<file path="src/rtl/mips_pkg.sv">
// Shared types and constants for the MIPS pipeline stages.
package mips_pkg;

  localparam int                 INSTR_W   = 32;
  localparam logic [31:0]        PC_INC    = 32'd4;
  localparam logic [INSTR_W-1:0] NOP_INSTR = 32'h0000_0000;

  typedef enum logic [1:0] {
    BOOT = 2'd0,
    RUN  = 2'd1,
    HALT = 2'd2
  } fetch_state_e;

  typedef struct packed {
    logic [31:0]        pc4;
    logic [INSTR_W-1:0] instr;
    logic               valid;
  } ifid_t;

  // Instruction addresses are word aligned; low two bits are discarded.
  function automatic logic [31:0] align_pc(input logic [31:0] addr);
    return addr & ~32'd3;
  endfunction

endpackage

</file>
<file path="src/rtl/ifid_reg.sv">
// Pipeline stage register: bubble beats load, otherwise holds; 1-cycle latency.
// Hold (ld_i=0, bubble_i=0) is the stall mechanism for the upstream hazard unit.
module ifid_reg
  import mips_pkg::*;
(
  input  logic  clk,
  input  logic  rst_n,
  input  logic  ld_i,
  input  logic  bubble_i,
  input  ifid_t d_i,
  output ifid_t q_o
);

  ifid_t q_q, q_d;

  always_comb begin
    q_d = q_q;
    if (bubble_i) begin
      q_d = '{pc4: 32'h0, instr: NOP_INSTR, valid: 1'b0};
    end else if (ld_i) begin
      q_d = d_i;
    end
  end

  always_ff @(posedge clk or negedge rst_n) begin
    if (!rst_n) begin
      q_q <= '{pc4: 32'h0, instr: NOP_INSTR, valid: 1'b0};
    end else begin
      q_q <= q_d;
    end
  end

  assign q_o = q_q;

endmodule

</file>
<file path="src/rtl/if_stage.sv">
// Instruction fetch: PC register, BOOT/RUN/HALT control, IF/ID register, fetch counter.
// Fetched word lands in IF/ID one clock after PC points at it; stall holds everything, redirect wins.
module if_stage
  import mips_pkg::*;
#(
  parameter logic [31:0] RESET_VECTOR = 32'h0000_0000,
  parameter int          CNT_W        = 16
) (
  input  logic                clk,
  input  logic                rst_n,
  output logic [31:0]         imem_addr,
  input  logic [INSTR_W-1:0]  imem_data,
  input  logic                stall,
  input  logic                redirect,
  input  logic [31:0]         redirect_pc,
  input  logic                halt_req,
  output logic [31:0]         ifid_pc4,
  output logic [INSTR_W-1:0]  ifid_instr,
  output logic                ifid_valid,
  output logic                halted,
  output logic [CNT_W-1:0]    fetch_cnt
);

  fetch_state_e     state_q, state_d;
  logic [31:0]      pc_q, pc_d;
  logic [CNT_W-1:0] cnt_q, cnt_d;
  logic [31:0]      pc_plus4;

  logic pc_redir, pc_adv, ifid_ld, ifid_bubble, cnt_inc;

  ifid_t ifid_d, ifid_q;

  assign pc_plus4 = pc_q + PC_INC;

  // FSM state register
  always_ff @(posedge clk or negedge rst_n) begin
    if (!rst_n) begin
      state_q <= BOOT;
    end else begin
      state_q <= state_d;
    end
  end

  // FSM next state
  always_comb begin
    state_d = state_q;
    case (state_q)
      BOOT:    state_d = RUN;
      RUN:     if (!redirect && halt_req) state_d = HALT;
      HALT:    if (redirect) state_d = RUN;
      default: state_d = BOOT;
    endcase
  end

  // FSM outputs: stage controls for this cycle
  always_comb begin
    pc_redir    = 1'b0;
    pc_adv      = 1'b0;
    ifid_ld     = 1'b0;
    ifid_bubble = 1'b0;
    cnt_inc     = 1'b0;
    halted      = 1'b0;
    case (state_q)
      BOOT: begin
        ifid_bubble = 1'b1;
      end
      RUN: begin
        if (redirect) begin
          pc_redir    = 1'b1;
          ifid_bubble = 1'b1;
        end else if (!stall) begin
          pc_adv  = 1'b1;
          ifid_ld = 1'b1;
          cnt_inc = 1'b1;
        end
      end
      HALT: begin
        halted      = 1'b1;
        ifid_bubble = 1'b1;
        pc_redir    = redirect;
      end
      default: begin
        ifid_bubble = 1'b1;
      end
    endcase
  end

  always_comb begin
    pc_d = pc_q;
    if (pc_redir) begin
      pc_d = align_pc(redirect_pc);
    end else if (pc_adv) begin
      pc_d = pc_plus4;
    end
  end

  always_comb begin
    cnt_d = cnt_q;
    if (cnt_inc && (cnt_q != {CNT_W{1'b1}})) begin
      cnt_d = cnt_q + CNT_W'(1);
    end
  end

  always_ff @(posedge clk or negedge rst_n) begin
    if (!rst_n) begin
      pc_q  <= RESET_VECTOR;
      cnt_q <= '0;
    end else begin
      pc_q  <= pc_d;
      cnt_q <= cnt_d;
    end
  end

  assign ifid_d = '{pc4: pc_plus4, instr: imem_data, valid: 1'b1};

  ifid_reg u_ifid_reg (
    .clk      (clk),
    .rst_n    (rst_n),
    .ld_i     (ifid_ld),
    .bubble_i (ifid_bubble),
    .d_i      (ifid_d),
    .q_o      (ifid_q)
  );

  assign imem_addr  = pc_q;
  assign ifid_pc4   = ifid_q.pc4;
  assign ifid_instr = ifid_q.instr;
  assign ifid_valid = ifid_q.valid;
  assign fetch_cnt  = cnt_q;

endmodule

</file>
<file path="config.mk">
export PLATFORM = sky130hd
export DESIGN_NAME = if_stage
export DESIGN_NICKNAME = d
export VERILOG_FILES = /design/src/rtl/mips_pkg.sv /design/src/rtl/ifid_reg.sv /design/src/rtl/if_stage.sv
export SDC_FILE = /design/constraint.sdc
export NUM_CORES = 1
export LEC_CHECK = 0
export BUFFER_PORTS_ARGS = -buffer_cell sky130_fd_sc_hd__buf_2
export CAP_MARGIN = 15
export CORE_MARGIN = 1.5
export CORE_UTILIZATION = 50
export DETAILED_ROUTE_END_ITERATION = 7
export PLACE_DENSITY = 0.89
export SLEW_MARGIN = 20
export SYNTH_ARGS = -nofsm -noshare
export SYNTH_HDL_FRONTEND = slang
export SYNTH_SLANG_ARGS = --single-unit
</file>
<file path="constraint.sdc">
create_clock -name clk -period 6.9 [get_ports clk]
set_clock_uncertainty 0.15 [all_clocks]
set_input_delay 0.69 -clock clk [delete_from_list [all_inputs] [get_ports clk]]
set_output_delay 0.69 -clock clk [all_outputs]
set_load 0.03 [all_outputs]
</file>
==> results_dict.tcl, run 1 <==
set metrics [dict create \
    drive_gt1_share_pct 33.1 \
    drv_cap 0 \
    min_period_ps 2860 \
    synthArstFlopShare_pct 100 \
    overflow 0 \
    max_slew_margin_pct 33.3 \
    worstPathRequired_ps 7000 \
    placed_area_mm2 0.00601 \
    nNetsFinal 709 \
    route.detailed.drc 0 \
    wire_per_inst_um 17.1 \
    cts_tree "built" \
    rsz0062_at_grt "no" \
    pwr_density_cell_mw_per_mm2 398 \
    arrival_ps 2960 \
    gp_congestion 0.823 \
    seq_power_share_pct 40.4 \
    clk_pin_slew_worst_paths_ps 100 \
    n_antenna_cell 0 \
    ant_nets 0 \
    grt_max_degree 65 \
    synth.most_common_cell "dfrtp_1" \
    switching_share_pct 44.7 \
    synth_edf_count 0 \
    p_total_uw 2490 \
    period_share_pct 41.4 \
    drt_wl_total_um 13200 \
    crit_fanout 56 \
    ys.flop_type "dfrtp_1" \
    cts_made_buffers 9 \
    insertion_delay_ps 360 \
    ctsHoldBuffers 0 \
    yosysTopAreaCellShare_pct 54.2 \
    r2r_cells 6 \
    synth_area_leaders "dfrtp_1 (54%), a22o_1 (6.8%), xnor2_1 (4.8%), o21ai_0 (4.4%), nand2_1 (4.3%)" \
    multi_input_area_mm2 0.00214 \
    synth_seq_area_share_pct 54.2 \
    p_leak_uw 0.00317 \
    dieArea_mm2 0.0109 \
    core_mm2 0.00986 \
    grt_antenna_before_repair 0 \
    clock.fmax_mhz 350 \
    finalSetupViolCount 0 \
    p_switching_uw 1110 \
    fillers 821 \
    drt_iter0_markers 386 \
    rrSetupSlack_ps 4040 \
    dr.pass1.iters 5 \
    worst_pin_slew_ps 1000 \
    synth_cell_types 48 \
    syn2layout_area_growth_pct 21.9 \
    endpoint_kind "flop" \
    stdcell_area_mm2 0.00625 \
    postCtsSetupBuffers 0 \
    synth_commonest_cells "dfrtp_1 (111), nand2_1 (59), o21ai_0 (45)" \
    grt_first_pass_wirelength_um 21600 \
    dp_hpwl_um 9230 \
    worstReg2RegEnd "imem_addr[6]" \
    start_util_pct 52.0 \
    netlist_area_mm2 0.00513 \
    vias 4414 \
    num_rows 36 \
    dieWidth_um 104 \
    path_class "reg2reg" \
    drv_slew 0 \
    cts.path.max_buffers 2 \
    clock_sinks 111 \
    netlist_instances 477 \
    postSynthAreaPerCell_um2 10.8 \
    grt_usage_pct 24.8 \
    vias_per_cell 5.71 \
    peakVddDrop_uv 232 \
    comb_power_share_pct 41.9 \
    post_cts_resized 0 \
    outcome "complete, no violations" \
    crit_path_start_kind "flop" \
    dieHeight_um 104 \
    hp-class "in2async" \
    root_buffer "clkbuf_8" \
    r2r_start "state_q[1]" \
    io_buffers 176 \
    pwr-share-clk_pct 17.7 \
    synth_largest_area_cell "dfrtp_1" \
    io_pins 183 \
    seq_area_mm2 0.00278 \
    hold_viol_final 0 \
    synth_seq_cells 111 \
    finalSetupTns_ps 0 \
    internal_power_uw 1380 \
    ys.warnings.count 0 \
    cts_max_level 3 \
    grt_pass1_vias 4232 \
]
==> worst max path at each step <==
stage / slack [ps] / to / cells past startpoint / from
after floorplan: 4360 / u_ifid_reg.q_o[57] / 7 / imem_addr[2]
after global placement: 4090 / imem_addr[12] / 6 / redirect
after detailed placement: 4010 / imem_addr[12] / 6 / redirect
after CTS: 4080 / imem_addr[12] / 7 / state_q[1]
after global routing: 3840 / imem_addr[12] / 7 / state_q[1]
final: 4040 / imem_addr[6] / 6 / state_q[1]
==> power groups by stage <==
stage          logic, µW  registers [µW]  clock network, µW
6_report            1040            1010                440
5_1_grt             1130            1030                473
4_1_cts             1040            1000                448
3_5_place_dp        1040            1010                  0
3_3_place_gp        1010             999                  0
2_1_floorplan        493            1240                  0
==> per-layer routing <==
| layer | track usage (%) | up-vias | share of wire [%] |
|---|---|---|---|
| li1 | - | 2039 | - |
| met1 | 33.7 | 2136 | 43 |
| met2 | 40.3 | 222 | 48 |
| met3 | 3.95 | 17 | 7.4 |
| met4 | 8.63 | 0 | 1.7 |
| met5 | 0 | - | 0 |
==> layout by cell type (no fill, tap or decap), types with 11 or more instances in the layout <==
cell type	Yosys	final
buf_2	1	175
nand2_1	59	59
a22oi_1	12	12
a22o_1	40	40
nor2_1	11	11
clkbuf_8	3	11
nand3_1	15	15
nand4_1	13	13
o21ai_0	45	45
xnor2_1	28	28
dfrtp_1	111	111
xor2_1	13	13
==> final cells by class <==
type | count | area share (%)
Clock buffer | 12 | 2.48
Inverter | 7 | 0.420
Sequential cell | 111 | 44.4
Clock inverter | 4 | 1.24
Tap cell | 133 | 2.66
Timing Repair Buffer | 179 | 14.5
Multi-Input combinational cell | 327 | 34.3
==> registers in the layout, indices dropped and copies added (netlist names) <==
| signal | count |
|---|---|
| state_q | 2 |
| u_ifid_reg.q_o | 63 |
| fetch_cnt | 16 |
| imem_addr | 30 |
==> kinds of logic (layout without fill, tap and decap cells) <==
group,Yosys count,after routing,share of synthesized area [%]
mux,1,1,0.220
flops,111,111,54.2
xor+xnor,41,41,7.00
other cells,1,4,0.0731
fa+ha+maj,5,5,1.22
buf+inv,42,202,4.49
compound gates,128,128,17.3
simple gates,148,148,15.5
==> through the flow <==
step / setup slack (ps) / util (%) / std cells / hold WS [ps]
2_1_floorplan: 4360 / - / 480 / 244
6_report: 4040 / 63.4 / 773 / 166
3_5_place_dp: 4010 / 61.0 / 757 / 317
3_3_place_gp: 4090 / 61.0 / 757 / 297
5_1_grt: 3840 / 63.4 / 773 / 198
4_1_cts: 4080 / 63.3 / 773 / 173
==> worst max-delay path, stage by stage (launching register included) <==
cell	delay (ps)
dfrtp_1	400
inv_1	90
ha_1	300
or3b_2	870
nand2_1	400
o21ai_0	170
a221o_1	340
No activity file was read; power rests on OpenSTA's default activity.
==> inputs of run 2 (changes only) <==
==> constraint.sdc (replaced) <==
create_clock -name clk -period 2.79 [get_ports clk]
set_clock_uncertainty 0.15 [all_clocks]
set_input_delay 0.279 -clock clk [delete_from_list [all_inputs] [get_ports clk]]
set_output_delay 0.279 -clock clk [all_outputs]
set_load 0.03 [all_outputs]
==> results_dict.tcl, run 2 (synthesized netlist as in run 1, its figures left out) <==
set metrics [dict create \
    crit_family "simple AND/OR/NAND/NOR gates" \
    path_depth 6 \
    crit_path_max_incr_delay_ps 630 \
    preCtsSetupSlack_ps 384 \
    drt_iter0_markers 423 \
    slowest_stage "or4_4" \
    stdcell_count 831 \
    largest_reg_flops 63 \
    cts_max_level 3 \
    num_rows 36 \
    r2r_start "imem_addr[3]" \
    worst_pin_slew_ps 625 \
    cts_tree "built" \
    setup_slack_ps 369 \
    clock.fmax_mhz 413 \
    cts_made_buffers 9 \
    p_leak_uw 0.00343 \
    final_cell_mix "buf_2 (175), dfrtp_1 (111), nand2_1 (59), dlygate4sd3_1 (48), o21ai_0 (45)" \
    vias_per_cell 5.73 \
    ctsHoldBuffers 48 \
    grt_max_degree 56 \
    dieHeight_um 104 \
    clk_pin_slew_worst_paths_ps 100 \
    ant_nets 0 \
    hp-class "in2reg" \
    cp_num_buf_inv 0 \
    crit_path_start_kind "flop" \
    crit_chain "ha_1, nand3_2, or4_4, o31a_2, o21ai_0, nand2_1" \
    drive_gt1_share_pct 31.8 \
    final_common_cell "buf_2" \
    cts.path.max_buffers 2 \
    hold_depth 3 \
    dp_hpwl_um 9850 \
    drv_slew 0 \
    pwr_density_cell_mw_per_mm2 920 \
    post_cts_resized 0 \
    period_share_pct 86.8 \
    drv_cap 0 \
    min_period_ps 2420 \
    grt_usage_pct 28.4 \
    io_pins 183 \
    vias 4761 \
    core_mm2 0.00986 \
    nNetsFinal 767 \
    postCtsSetupBuffers 0 \
    stdcell_area_mm2 0.00682 \
    dieArea_mm2 0.0109 \
    clock_sinks 111 \
    n_antenna_cell 0 \
    drt_wl_total_um 15200 \
    rsz0062_at_grt "no" \
    hold_path.startpoint "redirect_pc[12]" \
    root_buffer "clkbuf_8" \
    peakVddDrop_uv 611 \
    io_buffers 176 \
    grt_antenna_before_repair 0 \
    gp_congestion 0.830 \
    start_util_pct 52.0 \
    endpoint_kind "flop" \
    r2r_cells 6 \
    path_class "reg2reg" \
    grt_pass1_vias 4683 \
    grt_first_pass_wirelength_um 24400 \
    worstPathRequired_ps 2890 \
    outcome "complete, no violations" \
    finalSetupViolCount 0 \
    dr.pass1.iters 5 \
    startpoint "imem_addr[3]" \
    syn2layout_area_growth_pct 32.9 \
    insertion_delay_ps 370 \
    arrival_ps 2520 \
    wire_per_inst_um 18.3 \
    overflow 0 \
    finalSetupTns_ps 0 \
    placed_area_mm2 0.00611 \
    hold_viol_final 0 \
    placed_cells 767 \
    route.detailed.drc 0 \
    dieWidth_um 104 \
    crit_fanout 7 \
    max_slew_margin_pct 58.3 \
]
==> run 2: final timing paths <==
kind	endpoint	slack [ps]
worst max register to register	u_ifid_reg.q_o[57]	370
min in group asynchronous	u_ifid_reg.q_o[13]	300
worst min register to register	u_ifid_reg.q_o[48]	330
max in group asynchronous	u_ifid_reg.q_o[0]	1430
worst max-delay path	u_ifid_reg.q_o[57]	370
worst min-delay path	imem_addr[12]	20
==> run 2: where the power goes <==
part           total [µW]  switching, µW  internal, µW
combinational        2730           1780           946
clock                1060            527           528
sequential           2490            497          1990
total                6270           2810          3460
==> run 2: worst register-to-register path, cell delays in order, from the launching register on <==
cell and delay, ps:
dfrtp_1 410, ha_1 260, nand3_2 180, or4_4 630, o31a_2 360, o21ai_0 220
nand2_1 100
==> run 2: metrics by stage <==
| stage | total power, µW | hold slack [ps] | utilization, % |
|---|---|---|---|
| 2_1_floorplan | 4290 | -167 | - |
| 3_3_place_gp | 5030 | 128 | 62.0 |
| 3_5_place_dp | 5140 | 134 | 62.0 |
| 4_1_cts | 6260 | 2.50 | 69.1 |
| 5_1_grt | 6590 | 1.50 | 69.1 |
| 6_report | 6270 | 15.2 | 69.1 |
==> run 2: per-layer routing <==
layer	part of all wire [%]	routed length (µm)	vias to the layer above	track usage (%)
met1	38	5800	2302	34.1
met3	7.7	1180	43	6.14
met5	0	0	-	0
met2	51	7780	264	48.3
li1	-	-	2152	-
met4	3.2	481	0	14.0
==> run 2: area by class of cell <==
cell class	count	area, µm²
Fill cell	749	3050
Sequential cell	111	2780
Multi-Input combinational cell	327	2140
Clock buffer	10	138
Inverter	7	26.3
Tap cell	133	166
Timing Repair Buffer	237	1490
Clock inverter	6	83.8
==> inputs of run 3 (changes only) <==
--- a/config.mk
+++ b/config.mk
@@ -5,12 +5,12 @@
 export SDC_FILE = /design/constraint.sdc
 export NUM_CORES = 1
 export LEC_CHECK = 0
-export BUFFER_PORTS_ARGS = -buffer_cell sky130_fd_sc_hd__buf_2
 export CAP_MARGIN = 15
 export CORE_MARGIN = 1.5
 export CORE_UTILIZATION = 50
 export DETAILED_ROUTE_END_ITERATION = 7
-export PLACE_DENSITY = 0.89
+export DONT_BUFFER_PORTS = 1
+export PLACE_DENSITY = 0.74
 export SLEW_MARGIN = 20
 export SYNTH_ARGS = -nofsm -noshare
 export SYNTH_HDL_FRONTEND = slang
==> results_dict.tcl, run 3 (synthesized netlist as in run 1, its figures left out) <==
set metrics [dict create \
    outcome "finished, violations left" \
    violations "hold timing" \
    wl_met2_um 6580 \
    drive_gt1_share_pct 10.1 \
    post_cts_resized 0 \
    postLayoutCoreUtil_pct 62.0 \
    crit_fanout 7 \
    grt_antenna_before_repair 0 \
    core_mm2 0.00986 \
    arrival_ps 2510 \
    cts_made_buffers 9 \
    worstReg2RegEnd "u_ifid_reg.q_o[53]" \
    clk_pin_slew_worst_paths_ps 110 \
    r2r_start "imem_addr[2]" \
    final_cell_mix "dfrtp_1 (111), dlygate4sd3_1 (64), nand2_1 (59), o21ai_0 (45), a22o_1 (40)" \
    finalSetupTns_ps 0 \
    finalSetupViolCount 0 \
    worst_pin_slew_ps 553 \
    hold_slack_ps -554 \
    crit_path_max_incr_delay_ps 630 \
    num_rows 36 \
    cts_tree "built" \
    final_common_cell "dfrtp_1" \
    grt_max_degree 112 \
    pwr_density_cell_mw_per_mm2 957 \
    route.detailed.drc 0 \
    ant_nets 0 \
    dp_hpwl_um 8610 \
    gp_congestion 0.810 \
    io_buffers 0 \
    max_slew_margin_pct 62.9 \
    cp_num_buf_inv 0 \
    insertion_delay_ps 370 \
    overflow 0 \
    n_antenna_cell 0 \
    grt_usage_pct 24.9 \
    crit_path_start_kind "flop" \
    nNetsFinal 616 \
    slowest_stage "or4_4" \
    drv_cap 0 \
    grt_pass1_vias 4230 \
    largest_reg_flops 63 \
    clock_sinks 111 \
    wl_met1_um 5330 \
    p_leak_uw 0.00270 \
    wire_per_inst_um 19.5 \
    rrSetupSlack_ps 380 \
    dieWidth_um 104 \
    endpoint_kind "flop" \
    vias_per_cell 6.00 \
    min_period_ps 2410 \
    maxUsedRoutingLayer "met4" \
    r2r_cells 6 \
    crit_family "simple AND/OR/NAND/NOR gates" \
    peakVddDrop_uv 547 \
    wl_met3_um 1150 \
    clock.fmax_mhz 415 \
    postCtsSetupBuffers 0 \
    dr.pass1.iters 4 \
    root_buffer "clkbuf_8" \
    start_util_pct 52.0 \
    cts.path.max_buffers 2 \
    placed_area_mm2 0.00529 \
    drt_iter0_markers 308 \
    period_share_pct 86.4 \
    hold_viol_final 111 \
    drt_wl_total_um 13300 \
    rsz0062_at_grt "no" \
    grt_first_pass_wirelength_um 21600 \
    dieArea_mm2 0.0109 \
    syn2layout_area_growth_pct 19.3 \
    hp-class "in2async" \
    stdcell_area_mm2 0.00612 \
    path_class "reg2reg" \
    io_pins 183 \
    vias 4082 \
    ctsHoldBuffers 64 \
    crit_chain "ha_1, nand3_2, or4_4, o31a_2, o21ai_0, nand2_1" \
    cts_max_level 3 \
    worstPathRequired_ps 2890 \
    drv_slew 0 \
    fillers 814 \
    dieHeight_um 104 \
]
[run 3: changes by cell type in the layout (fill, tap and decap cells not counted), sizes merged]
| cell | before | now |
|---|---|---|
| inv | 7 | 9 |
| bufinv | 2 | 1 |
| dlygate4sd3 | 48 | 64 |
| clkbuf | 10 | 9 |
| buf | 189 | 22 |
[run 3: worst reg2reg max path: stages (launching register included)]
cell and delay, ps:
dfrtp_1 360, ha_1 260, nand3_2 190, or4_4 640, o31a_2 360, o21ai_0 250
nand2_1 90
[run 3: worst max path at each step]
| stage | startpoint | to | slack, ps | cells after the start |
|---|---|---|---|---|
| 6_report | imem_addr[2] | u_ifid_reg.q_o[53] | 380 | 6 |
| 2_1_floorplan | imem_addr[2] | u_ifid_reg.q_o[57] | 250 | 7 |
| 3_3_place_gp | imem_addr[2] | u_ifid_reg.q_o[53] | 450 | 6 |
| 5_1_grt | imem_addr[2] | u_ifid_reg.q_o[53] | 230 | 6 |
| 4_1_cts | imem_addr[2] | u_ifid_reg.q_o[53] | 380 | 6 |
| 3_5_place_dp | imem_addr[2] | imem_addr[24] | 400 | 6 |
[run 3: layout make-up]
type	instances	area (µm²)	area share (%)
repair buffers	86	818	13.4
clock inverters	7	71.3	1.17
inverters	7	26.3	0.429
well taps	133	166	2.72
multi-input cells	327	2140	34.9
flip-flops and latches	111	2780	45.4
clock buffers	9	124	2.02
[run 3: report_power, final]
part,total (µW),leakage (µW),internal [µW],switching [µW]
Sequential,2980,0.00148,1980,1000
Clock,955,0.000104,419,536
Combinational,1920,0.00112,780,1140
Total,5860,0.00270,3180,2680
[run 3: layer usage]
layer | global-route usage, % | vias to the layer above
li1 | - | 1859
met1 | 29.5 | 2022
met2 | 42.2 | 188
met3 | 7.89 | 13
met4 | 9.03 | 0
met5 | 0 | -
[run 3: per-stage QoR]
step                setup WS (ps)  std cells  power (µW)
floorplan                     246        480        4290
global placement              454        600        4750
detailed placement            400        600        4820
CTS                           376        680        5870
global route                  232        680        6220
finish                        380        680        5860
